File: config.mk
export PLATFORM = sky130hd
export DESIGN_NAME = bpsk_tx_sched
export DESIGN_NICKNAME = d
export VERILOG_FILES = /design/src/rtl/bpsk_tx_sched.sv
export SDC_FILE = /design/constraint.sdc
export NUM_CORES = 1
export LEC_CHECK = 0
export CAP_MARGIN = 20
export CORE_ASPECT_RATIO = 1.2
export CORE_MARGIN = 4
export CORE_UTILIZATION = 48
export DETAILED_ROUTE_END_ITERATION = 16
export GPL_TIMING_DRIVEN = 0
export PLACE_DENSITY = 0.94
export SLEW_MARGIN = 0
export SYNTH_ARGS = -nofsm -noshare
export SYNTH_HDL_FRONTEND = slang
export SYNTH_SLANG_ARGS = --single-unit
File: constraint.sdc
create_clock -name clk -period 2.7 [get_ports clk]
set_clock_uncertainty 0.1 [all_clocks]
set_input_delay 0.27 -clock clk [delete_from_list [all_inputs] [get_ports clk]]
set_output_delay 0.27 -clock clk [all_outputs]
set_load 0.1 [all_outputs]
File: src/rtl/bpsk_tx_sched.sv
// bpsk_tx_sched: serialises N-bit codewords into signed BPSK symbols (+1 for 0, -1 for 1) over a ready/valid stream
module bpsk_tx_sched #(
  parameter int N = 4,
  parameter int SIZE = 8
) (
  input  logic                      clk,
  input  logic                      rst,
  input  logic                      flush,
  input  logic [N-1:0]              cw_in,
  input  logic                      cw_valid,
  output logic                      cw_ready,
  output logic signed [SIZE-1:0]    sym_out,
  output logic                      sym_valid,
  input  logic                      sym_ready,
  output logic [$clog2(N)-1:0]      sym_idx,
  output logic                      sym_last,
  output logic                      busy,
  output logic [15:0]               frame_cnt
);
  localparam int W = $clog2(N);
  typedef enum logic {IDLE, SEND} state_t;
  state_t state, state_nx;
  logic [N-1:0] hold;
  logic xfer, acc, done;
  assign busy      = state == SEND && !rst;
  assign sym_valid = busy;
  assign sym_last  = sym_valid && sym_idx == W'(N - 1);
  assign sym_out   = !sym_valid ? '0 : hold[sym_idx] ? '1 : SIZE'(1);
  assign cw_ready  = (state == IDLE || (sym_last && sym_ready)) && !flush && !rst;
  assign xfer      = sym_valid && sym_ready;
  assign acc       = cw_valid && cw_ready;
  assign done      = xfer && sym_last;
  always_comb begin
    state_nx = flush ? IDLE : acc ? SEND : done ? IDLE : state;
  end
  always_ff @(posedge clk) begin
    if (rst) begin
      state     <= IDLE;
      hold      <= '0;
      sym_idx   <= '0;
      frame_cnt <= '0;
    end else begin
      state <= state_nx;
      if (acc) hold <= cw_in;
      sym_idx <= (flush || acc) ? '0 : (xfer && !sym_last) ? sym_idx + 1'b1 : sym_idx;
      if (done && !flush) frame_cnt <= frame_cnt + 16'd1;
    end
  end
endmodule

* Word-level counts from Yosys, hierarchy flattened
Cells that the tools add are included.
** Storage, ports and cells
- Bits in registers :: 23
- Output and inout port bits :: 30
** Cells by class
- Add/subtract/negate cells :: 2
- $lt $le $gt $ge :: 1
- Eq/ne operators :: 1
- Muxes and demuxes :: 6
- Bitwise logic cells :: 1
- Reduce and logical (&&, ||, !) cells :: 18
** Operator list (count)
- $add A16 B1 Y16 const B :: 1
- $mux W8 :: 2
- $logic_and A1 B1 Y1 :: 10
- $reduce_or A2 Y1 :: 2
- $logic_not A1 Y1 :: 3
- $lt A2 B3 Y1 const B :: 1
- $mux W1 :: 3
- $add A2 B1 Y2 const B :: 1
- $bmux W1 S2 :: 1
- $eq A2 B2 Y1 const B :: 1
- $logic_or A1 B1 Y1 :: 2
- $reduce_bool A2 Y1 :: 1
- $not A1 Y1 :: 1

* Depth between registers and ports, before layout
- Word-level depth :: 10
- Depth in mapped cells :: 6
- Depth with buffers taken out :: 5

* Worst setup path after synthesis
Ideal clock, no wire load.
- Kind :: register -> output
- From :: reg state
- To :: out sym_out[2]
- Data arrival time :: 3.386 ns
- Required time :: 2.330 ns
- Setup slack :: -1.056 ns
- Cell stages (with the launch flop) :: 4
- Path through :: dfxtp_1 > nor2b_1 > and2_1 > buf_4
** Between the ends
- Cells in the longest elaborated chain, start to end :: 2
** RTL lines
- start, declared :: RTL line 22 : state_t state, state_nx;
- start signal, assigned :: RTL line 43 : state <= state_nx;
- $logic_and A1 B1 Y1 :: RTL line 25 : assign busy = state == SEND && !rst;
- net busy :: RTL line 17 : output logic busy,
- $mux W8 :: RTL line 28 : assign sym_out = !sym_valid ? '0 : hold[sym_idx] ? '1 : SIZE'(1);
- end, declared :: RTL line 12 : output logic signed [SIZE-1:0] sym_out,
The timed path passes the listed nets, and every way through them passes these cells.

* Worst setup path after layout
- From :: in rst
- To :: out busy
** Between the ends
- Cells in the longest elaborated chain, start to end :: 2
** RTL lines
- start, declared :: RTL line 7 : input logic rst,
- $logic_not A1 Y1 :: RTL line 25
- $logic_and A1 B1 Y1 :: RTL line 25
- end, declared :: RTL line 17
No other way between the ends.

==> summary.txt <==
Post-DP HPWL = 2080 µm
Headroom to the max-slew limit = 0.345
Top cell by count, worst path = clkdlybuf4s50_1
Avg Inst Size Synth = 9.06 µm²
Vias in the first global route = 1040
CP cell instances = clkdlybuf4s50_1, nor2b_4, clkdlybuf4s50_1
DRC viols = 0
Number of synthesis warnings = 0
Chip width = 53.0 µm
HP Class = reg -> reg
Final Hold Fails = 0
CORE AREA = 2310 µm²
Post-synth EDFFs = 0
Worst Tran Pin Value = 980 ps
Iter 0 DRT Violations = 30
Crit path buffers/inverters = 2
CTS Root Cell = clkbuf_4
Top achievable clock speed = 385 MHz
# Post-CTS Setup Buffers = 0
Static leakage = 0.655 nW
Cell Area, Synth = 1170 µm²
Mapped Nets = 140
Clock transition at path regs = 120 ps
RSZ-0062 raised after global routing = false
CP peak stage delay = 1160 ps
Crit path max-delay family = buffers and inverters
Period utilisation layout = 0.963
Antenna Cells = 0
Slew Limit Fails = 0
Fraction of layout cells with a size suffix above 1 = 0.146
Worst Setup End Kind = output port
Layout area overhead = 36.4%
NumNets Final = 183
Setup-failing EPs final = 0
Rows = 19
Pre-CTS setup slack = -224 ps
Sequential area share after synthesis = 0.394
Antenna violations before repair = 0
Die height = 62.1 µm
Number of library cell types mapped by synthesis = 33
Status = completed
Final Util = 0.691
Levels on crit path = 3
Top FF cell, synth = dfxtp_1
Starting Density = 0.507
Share of Yosys cell area claimed by the top area cell type = 0.394
WL/cell = 12.9 µm
Ys async rst share = 0
First-pass iteration count of the detailed router = 4
Later-pin clock latency in the skew report = 310 ps
Final worst slack = 99.7 ps
Via count = 1045
Total Negative Setup Slacks = 0 ps
First-pass GRT wire length = 4260 µm
Clock Sink Count = 23
Final Wtd Congestion = 0.723
Gr ovfl total = 0
PortBufs = 38
Post-CTS Hold Fix Bufs = 0
Design Area, Final = 1590 µm²
Clk buf depth = 2
Most frequent cells in the layout = 27 x clkdlybuf4s50_1, 23 x dfxtp_1, 15 x nor2_1, 8 x buf_4
Full die area = 3290 µm²
Mapped Cells = 129
Commonest non-fill, non-tap cell in the layout = clkdlybuf4s50_1
CP Data Arrival Time = 2230 ps
Yosys top cell by area = dfxtp_1
Ports = 39
Worst EP required = 2330 ps
Critical Path Source Type = input pin
Dpl cell area = 1600 µm²
Worst VDD drop = 0.249 mV
P per Cell Area = 356 nW/µm²
Ranking of synthesized cells by area = dfxtp_1 39%, mux2i_1 5.1%, buf_4 5.1%
Number of synthesized register bits = 23
Largest net degree at the start of global routing = 13
Hold path depth = 2
Max cap viols = 0
Critical path type = in -> out
ANT nets after route = 0
Worst r2r path cells = 6
Routed wire length = 2620 µm
Vias per cell = 5.17
H-tree levels = 1
Cts bufs inserted = 3
CTS tree = built
Post-route minimum period = 2600 ps
Worst-path maximum fanout = 8
Crit-path slowest cell = clkdlybuf4s50_1
GRT Total Usage = 0.176
## cell usage after synthesis, drive strengths merged (2+ instances only)
cell type / instances
clkbuf: 3
xor2: 2
nand4: 4
nand3: 6
xnor2: 6
or4: 4
and2: 3
nor2b: 2
dfxtp: 23
inv: 5
a21oi: 7
or3: 3
nor2: 15
o31ai: 4
mux2i: 6
o21ai: 2
nor4: 3
nand4bb: 2
buf: 9
nand2: 7
ha: 2
nor3: 3
## power breakdown
| group | leakage (nW) | switching (mW) | internal (mW) |
|---|---|---|---|
| Sequential | 0.186 | 0.00261 | 0.342 |
| Combinational | 0.455 | 0.0377 | 0.0238 |
| Clock | 0.0150 | 0.103 | 0.0578 |
## per-layer routing
| layer | vias to the layer above | global-route usage | share of wire |
|---|---|---|---|
| met5 | - | 0 | 0 |
| met1 | 482 | 0.184 | 0.41 |
| li1 | 529 | - | - |
| met3 | 7 | 0.0239 | 0.042 |
| met2 | 27 | 0.344 | 0.52 |
| met4 | 0 | 0.0839 | 0.025 |
## metrics by stage
stage	power (mW)	hold slack, ps	cells
2_1_floorplan	0.390	309	129
3_3_place_gp	0.413	372	198
3_5_place_dp	0.415	387	198
4_1_cts	0.568	405	202
5_1_grt	0.580	421	202
6_report	0.567	403	202
## cell type report
class	instances	area, µm²
Fill cell	188	712
Multi-Input combinational cell	89	616
Sequential cell	23	460
Timing Repair Buffer	38	352
Buffer	12	82.6
Tap cell	31	38.8
Clock buffer	4	26.3
Inverter	5	18.8
## tightest hold or removal path, stage by stage (launching register included)
cell and delay [ps]:
dfxtp_1 350, o31ai_1 70, a21oi_1 50
## logic make-up (layout without fill, tap and decap cells)
logic type,count (synthesis),count (layout),synth area share
AOI/OAI and AO/OA,15,15,0.0792
xor gates and xnor gates,8,8,0.0600
adders and majority gates,2,2,0.0214
buffers and inverters,17,59,0.0867
DFF,23,23,0.394
muxes,8,8,0.0803
and+or+nand+nor,56,56,0.278
## sequential cells by signal, summed over array words and instances (netlist names)
signal and cells:
hold 4, frame_cnt 16, sym_idx 2, state 1
## what timing repair did
item,in CTS,in global routing
resized for setup,9,14
hold endpoints to repair,0,0
setup endpoints to repair,9,8
## worst paths after layout
path | slack (ps) | startpoint | end
setup / recovery | 100 | rst | busy
hold / removal | 400 | frame_cnt[14] | frame_cnt[14]
setup reg to reg | 530 | sym_idx[0] | frame_cnt[15]
hold reg to reg | 400 | frame_cnt[14] | frame_cnt[14]
No activity file was read; power rests on OpenSTA's default activity.
